===== src/rtl/bin_mgr_pkg.sv =====
// rtl/bin_mgr_pkg.sv - shared vars-states widths, engine ids and arbiter state encoding
//
// Purpose : constants shared by the bin-manager engines and the RAM arbiters.
// Contents: vars-states word/address widths, engine index constants,
//           arbiter FSM state type.
package bin_mgr_pkg;

  localparam int WIDTH_VAR_STATES       = 30;
  localparam int ADDR_WIDTH_VARS_STATES = 9;

  // Engine slots on the arbiter request/grant vectors.
  localparam int ENG_LOAD   = 0;
  localparam int ENG_UPDATE = 1;
  localparam int ENG_BKT    = 2;

  typedef enum logic [1:0] {
    ST_IDLE    = 2'd0,
    ST_GRANT   = 2'd1,
    ST_RELEASE = 2'd2
  } arb_state_t;

endpackage


===== src/rtl/rr_pick.sv =====
// rtl/rr_pick.sv - combinational round-robin priority picker
//
// Purpose : choose the first set request bit strictly after the last
//           winner, wrapping around. Shared by the RAM arbiters.
// Ports   : i_req    - request vector (N bits)
//           i_last   - index of the previous winner
//           o_winner - index of the chosen requester (0 when none)
//           o_any    - at least one request bit is set
module rr_pick #(
  parameter int N  = 3,
  parameter int IW = 2
) (
  input  logic [N-1:0]  i_req,
  input  logic [IW-1:0] i_last,
  output logic [IW-1:0] o_winner,
  output logic          o_any
);

  int w_dist;
  int w_best;

  // Each candidate is ranked by its distance after i_last: last+1 has
  // distance 0, last itself has distance N-1. Smallest distance wins.
  always_comb begin
    o_winner = '0;
    o_any    = 1'b0;
    w_dist   = 0;
    w_best   = N;
    for (int k = 0; k < N; k++) begin
      if (i_req[k]) begin
        w_dist = (k + N - 1 - int'(i_last)) % N;
        if (w_dist < w_best) begin
          w_best   = w_dist;
          o_winner = IW'(k);
          o_any    = 1'b1;
        end
      end
    end
  end

endmodule


===== src/rtl/vs_ram_arbiter.sv =====
// rtl/vs_ram_arbiter.sv - round-robin owner arbiter for the vars-states BRAM
//
// Purpose : shares the vars-states BRAM read/write ports among NUM_REQ
//           bin-manager engines. A grant is held for a whole operation;
//           the owner's buses are muxed onto the RAM, read data is broadcast.
// Ports   : clk, rst            - clock, synchronous active-high reset
//           req_i / gnt_o       - per-engine request / registered one-hot grant
//           owner_o, busy_o     - current owner index, grant active
//           raddr_i, we_i, waddr_i, wdata_i - packed per-engine RAM buses
//           rdata_o             - RAM read data to all engines
//           ram_raddr_o, ram_rdata_i, ram_we_o, ram_waddr_o, ram_wdata_o - BRAM side
//           err_o               - sticky: a non-owner tried to write
module vs_ram_arbiter #(
  parameter int NUM_REQ                = 3,
  parameter int OWNER_W                = 2,
  parameter int WIDTH_VAR_STATES       = bin_mgr_pkg::WIDTH_VAR_STATES,
  parameter int ADDR_WIDTH_VARS_STATES = bin_mgr_pkg::ADDR_WIDTH_VARS_STATES
) (
  input  logic                                  clk,
  input  logic                                  rst,
  input  logic [NUM_REQ-1:0]                    req_i,
  output logic [NUM_REQ-1:0]                    gnt_o,
  output logic [OWNER_W-1:0]                    owner_o,
  output logic                                  busy_o,
  input  logic [NUM_REQ*ADDR_WIDTH_VARS_STATES-1:0] raddr_i,
  input  logic [NUM_REQ-1:0]                    we_i,
  input  logic [NUM_REQ*ADDR_WIDTH_VARS_STATES-1:0] waddr_i,
  input  logic [NUM_REQ*WIDTH_VAR_STATES-1:0]   wdata_i,
  output logic [WIDTH_VAR_STATES-1:0]           rdata_o,
  output logic [ADDR_WIDTH_VARS_STATES-1:0]     ram_raddr_o,
  input  logic [WIDTH_VAR_STATES-1:0]           ram_rdata_i,
  output logic                                  ram_we_o,
  output logic [ADDR_WIDTH_VARS_STATES-1:0]     ram_waddr_o,
  output logic [WIDTH_VAR_STATES-1:0]           ram_wdata_o,
  output logic                                  err_o
);

  import bin_mgr_pkg::*;

  localparam int AW = ADDR_WIDTH_VARS_STATES;
  localparam int DW = WIDTH_VAR_STATES;

  arb_state_t         r_state;
  arb_state_t         w_state_nxt;
  logic [NUM_REQ-1:0] r_gnt;
  logic [NUM_REQ-1:0] w_gnt_nxt;
  logic [OWNER_W-1:0] r_owner;
  logic [OWNER_W-1:0] w_owner_nxt;
  logic [OWNER_W-1:0] r_last;
  logic [OWNER_W-1:0] w_last_nxt;
  logic               r_err;

  logic [OWNER_W-1:0] w_winner;
  logic               w_any_req;
  logic               w_owner_req;
  logic               w_rogue_we;

  rr_pick #(
    .N  (NUM_REQ),
    .IW (OWNER_W)
  ) u_rr_pick (
    .i_req    (req_i),
    .i_last   (r_last),
    .o_winner (w_winner),
    .o_any    (w_any_req)
  );

  // r_gnt is one-hot on the owner during GRANT, so masking req_i with it
  // gives the owner's request without a variable bit-select.
  assign w_owner_req = |(req_i & r_gnt);

  // Any write enable from an engine not currently holding a grant.
  assign w_rogue_we  = |(we_i & ~r_gnt);

  always_ff @(posedge clk) begin
    if (rst) begin
      r_state <= ST_IDLE;
      r_gnt   <= '0;
      r_owner <= '0;
      r_last  <= OWNER_W'(NUM_REQ - 1);
      r_err   <= 1'b0;
    end else begin
      r_state <= w_state_nxt;
      r_gnt   <= w_gnt_nxt;
      r_owner <= w_owner_nxt;
      r_last  <= w_last_nxt;
      r_err   <= r_err | w_rogue_we;
    end
  end

  always_comb begin
    w_state_nxt = r_state;
    w_gnt_nxt   = r_gnt;
    w_owner_nxt = r_owner;
    w_last_nxt  = r_last;
    case (r_state)
      ST_IDLE: begin
        if (w_any_req) begin
          w_gnt_nxt   = NUM_REQ'(1) << w_winner;
          w_owner_nxt = w_winner;
          w_last_nxt  = w_winner;
          w_state_nxt = ST_GRANT;
        end
      end
      ST_GRANT: begin
        // No preemption: only the owner dropping its request ends the grant.
        if (!w_owner_req) begin
          w_gnt_nxt   = '0;
          w_state_nxt = ST_RELEASE;
        end
      end
      ST_RELEASE: begin
        w_state_nxt = ST_IDLE;
      end
      default: begin
        w_gnt_nxt   = '0;
        w_state_nxt = ST_IDLE;
      end
    endcase
  end

  // RAM-side mux: only the owner's buses reach the BRAM, and only in GRANT.
  always_comb begin
    ram_raddr_o = '0;
    ram_we_o    = 1'b0;
    ram_waddr_o = '0;
    ram_wdata_o = '0;
    if (r_state == ST_GRANT) begin
      for (int k = 0; k < NUM_REQ; k++) begin
        if (r_owner == OWNER_W'(k)) begin
          ram_raddr_o = raddr_i[k*AW +: AW];
          ram_we_o    = we_i[k];
          ram_waddr_o = waddr_i[k*AW +: AW];
          ram_wdata_o = wdata_i[k*DW +: DW];
        end
      end
    end
  end

  assign gnt_o   = r_gnt;
  assign owner_o = r_owner;
  assign busy_o  = (r_state == ST_GRANT);
  assign err_o   = r_err;
  assign rdata_o = ram_rdata_i;

endmodule


===== config.mk =====
export PLATFORM = sky130hd
export DESIGN_NAME = vs_ram_arbiter
export DESIGN_NICKNAME = d
export VERILOG_FILES = /design/src/rtl/bin_mgr_pkg.sv /design/src/rtl/rr_pick.sv /design/src/rtl/vs_ram_arbiter.sv
export SDC_FILE = /design/constraint.sdc
export NUM_CORES = 1
export LEC_CHECK = 0
export CORE_ASPECT_RATIO = 1.1
export CORE_MARGIN = 2
export CORE_UTILIZATION = 30
export CTS_BUF_LIST = sky130_fd_sc_hd__clkbuf_4
export DETAILED_ROUTE_END_ITERATION = 6
export HOLD_SLACK_MARGIN = 0.1
export PLACE_DENSITY_LB_ADDON = 0.3
export SLEW_MARGIN = 20
export SYNTH_ARGS = -nofsm -noshare
export SYNTH_HDL_FRONTEND = slang
export SYNTH_SLANG_ARGS = --single-unit

===== constraint.sdc =====
create_clock -name clk -period 8.65 [get_ports clk]
set_clock_uncertainty 0.05 [all_clocks]
set_input_delay 2.1625 -clock clk [delete_from_list [all_inputs] [get_ports clk]]
set_output_delay 2.1625 -clock clk [all_outputs]
set_load 0.03 [all_outputs]

### Word-level counts from Yosys, hierarchy flattened

Index checks and enable logic that the tools add are counted.

| storage, ports and cells | value |
|---|---|
| input bits | 182 |
| register bits after elaboration | 10 |
| output and inout port bits | 86 |

| operators by class | value |
|---|---|
| shift-type cells | 1 |
| bitwise logic cells | 5 |
| mux-type cells | 36 |
| $lt $le $gt $ge | 3 |
| add/sub/neg operators | 3 |
| div/mod/pow operators | 3 |
| eq/ne operators | 6 |
| reduce and logical (&&, ||, !) cells | 7 |

Operators with widths:

| cell | number |
|---|---|
| $mux 32 | 4 |
| $mux 30 | 4 |
| $mod 32x3->32 const B | 3 |
| $mux 9 | 8 |
| $lt 32x32->1 | 2 |
| $lt 32x3->1 const B | 1 |
| $mux 1 | 11 |
| $mux 2 | 5 |
| $pmux 3 s3 | 1 |
| $and 3x3->3 | 2 |
| $mux 3 | 2 |
| $reduce_or 3->1 | 2 |
| $sub 2x2->3 const A | 2 |
| $eq 2x1->1 const B | 2 |
| $eq 2x2->1 const B | 2 |
| $logic_not 2->1 | 2 |
| $pmux 2 s2 | 1 |
| $reduce_and 2->1 | 2 |
| $sub 3x2->4 const A | 1 |
| $not 3->3 | 1 |
| $reduce_and 3->1 | 1 |
| $shl 1x2->3 const A | 1 |
| $ne 2x1->1 const B | 1 |
| $ne 2x2->1 const B | 1 |
| other kinds (2) | 2 |

### Depth between registers and ports, before layout

| logic depth | value |
|---|---|
| word-level depth | 14 |
| mapped depth | 41 |
| depth with buffers taken out | 36 |

### Hierarchy

Synthesis repeated with hierarchy kept, for this count alone.

| second synthesis, totals | value |
|---|---|
| cell total of the unflattened synthesis | 526 |
| area, all modules | 3728.6 sq um |

Modules (own cells, without submodules):

| module | instances | area an instance (sq um) | cells an instance |
|---|---|---|---|
| vs_ram_arbiter | 1 | 2049.5 | 293 |
| rr_pick | 1 | 1679.1 | 233 |

### Worst setup path after synthesis

No wires, ideal clock.

| timing path | value |
|---|---|
| kind | reg2reg |
| start | register owner_o[0] (netlist name) |
| end | register r_state[0] |
| arrival time | 7.520 ns |
| required time | 8.526 ns |
| stages on the path, launching flop included | 40 |
| slack | 1.006 ns |
| cells stage by stage | dfxtp_1 clkbuf_1 inv_1 ha_1 buf_2 nand2_1 inv_2 buf_2 ha_1 buf_2 and2_1 buf_2 o32a_1 o31ai_2 mux2i_1 o21a_1 a211o_1 nor2_2 [... 4 more ...] a211oi_2 o2bb2ai_1 a21oi_1 nor2b_1 o21ai_0 ha_1 nand2_1 nand3_1 ha_1 o21a_1 o21ai_0 nand2_1 a31oi_1 nor2_1 and3_1 or3_1 and2_4 a31oi_1 |

RTL lines:

| element | line | text |
|---|---|---|
| to (signal assigned) | vs_ram_arbiter.sv:83 | `r_state <= w_state_nxt;` |
| to (decl) | vs_ram_arbiter.sv:43 | `arb_state_t r_state;` |

==> metrics.csv <==
metric,value,unit
buffer_ports.inserted,207,
timing.fmax,0.123,GHz
synth-warning-count,0,
placement_rows,42,
synth.mux.area_fraction,14.0,%
area_of_the_mapped_netlist,0.00371,mm2
setup_viol_count_final,0,
share_of_synthesized_area_occupied_by_flip_flops_and_latches,4.86,%
power_per_cell_area,379,mW/mm2
yosys.area_share.xor_xnor,0.944,%
final_common_cell,sky130_fd_sc_hd__clkdlybuf4s50_1,
fp.dieH,121,um
tritoncts.num_buffers,3,
ir_drop,0.162,mV
synth.ff_latch_count,9,
dominantRegCellSynth,sky130_fd_sc_hd__dfxtp_1,
internal_power,0.906,mW
final.min_clock_period,8110,ps
yosys.area.top_type_share,14.0,%
syn-mean-instance-area,6.53,um2
htree_levels,1,
async_reset_ff_share,0,%
drtIter0Drc,303,
clock_tree.root_cell,sky130_fd_sc_hd__clkbuf_4,
fin_nets,926,
yosys.area_share.simple,29.9,%
synth_top_cell_by_area,sky130_fd_sc_hd__mux2i_1,
max_stage_delay_on_crit_path,420,ps
post-route-drc-count,0,
critPathRequiredTime,8790,ps
layout.cells.most_common_list,"207 x sky130_fd_sc_hd__clkdlybuf4s50_1, 112 x sky130_fd_sc_hd__nor2_1, 72 x sky130_fd_sc_hd__a21oi_1",
detailedPlacementHpwl,13500,um
die_w,110,um
synthToLayoutAreaGrowth,55.5,%
grt_usage,24.3,%
ctsLongestPathBuffers,2,
synth_adder_area_share,7.42,%
gp_routability_congestion,0.969,
critical-path-slowest-cell,sky130_fd_sc_hd__or3_1,
fin_ws,540,ps
hp-class,reg -> reg,
routed_wire_length,16800,um
path_max_fanout,12,
drv_cap,0,
worst-setup-path-type,reg -> reg,
cellLeakagePower,2.14,nW
final-max-slew-violation-count,0,
worstPathArrival,8250,ps
post_route_cells_drive_above_1_share,8.74,%
postSynthNetCount,772,
netSwitchingFraction,58.6,%
pre_cts_setup_slack,482,ps
status,finished clean,
cts_tree,yes,
synth-edff-count,0,
synth-compound-area-share,30.2,%
timing.final.hold_violations,0,
max_slew_margin_vs_limit,36.7,%
seq_power_share,3.6,%
drt_pre_antenna_iters,5,
floorplan.io_pins,268,
finalCoreUtilization,47.9,%
max_slew.worst_pin.slew,946,ps
final_min_period_over_clock_period,93.8,%
clock_latency,260,ps
tns,0,ps
critical_path.startpoint_type,flip-flop,
cts.sinks,9,
power.share.clock,1.7,%
antenna_violations_before_repair,0,
starting_density_of_the_core,30.8,%
detailroute.via_count,4964,
fp.coreArea,0.0120,mm2
clk_pin_slew_worst_paths,60,ps
wire_length_of_the_first_global_routing_pass,25200,um
power.share.combinational,94.7,%
hold_slack,464,ps
end_kind,flip-flop,
total_design_power,2.19,mW
rsz0062_at_grt,no,
leading_cell_types_by_total_area_after_synthesis,"sky130_fd_sc_hd__mux2i_1 14%, sky130_fd_sc_hd__nor2_1 11%, sky130_fd_sc_hd__a21oi_1 9.7%, sky130_fd_sc_hd__ha_1 7.4%, sky130_fd_sc_hd__buf_4 6.5%",
avgViaCountPerCell,5.67,
drt_wl_cell,19.1,um
largest_family_of_logic_cells_by_synthesized_area,compound AO/OA/AOI/OAI gates,
power.switching,1.28,mW
globalRoute.totalOverflow,0,
post_synthesis_cell_count,568,
grt_start_max_net_pins,52,
synth.lib_cells_used.distinct,77,
design.die.area,0.0133,mm2
first_global_vias,4776,
drt.antenna.violating_nets,0,
-- layer usage --
metal	GRT usage (%)	up-vias	share of wire (%)
met5	0	-	0
met4	5.14	0	2.1
met3	6.85	44	9.1
met2	40.0	270	48
met1	31.3	2330	41
li1	-	2320	-
-- what timing repair did --
item,in CTS,in global routing
hold buffers,0,0
endpoints found under the setup margin,0,7
gates resized for setup,0,14
setup buffers,0,0
-- stage by stage --
step / instances / cell area [um2]
final: 876 / 5770
after CTS: 875 / 5700
after floorplan: 568 / 3710
after global routing: 875 / 5770
after detailed placement: 871 / 5670
after global placement: 871 / 5670
-- layout make-up --
type                       instances  area (um2)
fill                            1218        6260
multi-input combinational        473        3130
timing repair buffer             220        2170
tap                              154         193
sequential                         9         185
inverter                          15        56.3
clock buffer                       4        30.0
antenna                            1        2.50
-- registers in the layout, summed over array words and instances, names as in the netlist --
signal	cells
gnt_o	3
r_last	1
owner_o	2
err_o	1
r_state	2
-- power by group through the flow --
stage,registers (mW),logic (mW),clock network (mW)
after detailed placement,0.0789,1.99,0
after global routing,0.0811,2.23,0.0403
after global placement,0.0786,1.98,0
after CTS,0.0787,2.01,0.0374
after floorplan,0.0888,1.43,0
final,0.0793,2.07,0.0367
-- final timing paths --
kind,start,depth (start not counted),to,slack [ps]
worst min-delay path,err_o,2,err_o,460
worst max register to register,owner_o[0],35,r_state[0],540
worst min register to register,err_o,2,err_o,460
worst max-delay path,owner_o[0],35,r_state[0],540
-- synth_stat cells, types with 3 or more instances --
library cell and instances:
sky130_fd_sc_hd__buf_2 9, sky130_fd_sc_hd__or3_1 5, sky130_fd_sc_hd__o211ai_1 5, sky130_fd_sc_hd__nand2b_1 3, sky130_fd_sc_hd__o31ai_1 6, sky130_fd_sc_hd__a21o_1 3
sky130_fd_sc_hd__buf_1 7, sky130_fd_sc_hd__mux2i_1 52, sky130_fd_sc_hd__nand3_1 14, sky130_fd_sc_hd__clkbuf_1 21, sky130_fd_sc_hd__and3_1 3, sky130_fd_sc_hd__nor3_1 12
sky130_fd_sc_hd__and2_1 5, sky130_fd_sc_hd__nor2_1 113, sky130_fd_sc_hd__nand4_1 3, sky130_fd_sc_hd__nand2_1 31, sky130_fd_sc_hd__dfxtp_1 9, sky130_fd_sc_hd__a21oi_1 72
sky130_fd_sc_hd__a211oi_1 5, sky130_fd_sc_hd__a31oi_1 12, sky130_fd_sc_hd__inv_1 14, sky130_fd_sc_hd__ha_1 22, sky130_fd_sc_hd__o21ai_1 7, sky130_fd_sc_hd__buf_4 32
sky130_fd_sc_hd__nor2b_1 9, sky130_fd_sc_hd__a22oi_1 3, sky130_fd_sc_hd__o21ai_0 21, sky130_fd_sc_hd__or3_4 3, sky130_fd_sc_hd__o21a_1 3
-- critical path, delay by kind of cell (launching register included) --
family	cells	cell delay, ps
AO/OA/AOI/OAI	14	3180
adder cells (fa/ha/maj)	4	1080
buffers and inverters	2	380
AND/OR/NAND/NOR	15	2960
flip-flops	1	370
-- kinds of logic (layout without fill, tap and decap cells) --
group           count (synthesis)  after routing
compound gates                169            169
xor+xnor                        4              4
fa+ha+maj                      22             22
buf+inv                        86            239
flops                           9              9
mux                            52             52
other cells                     0              1
simple gates                  226            226
Note: power is estimated with default switching activity, not from simulation.
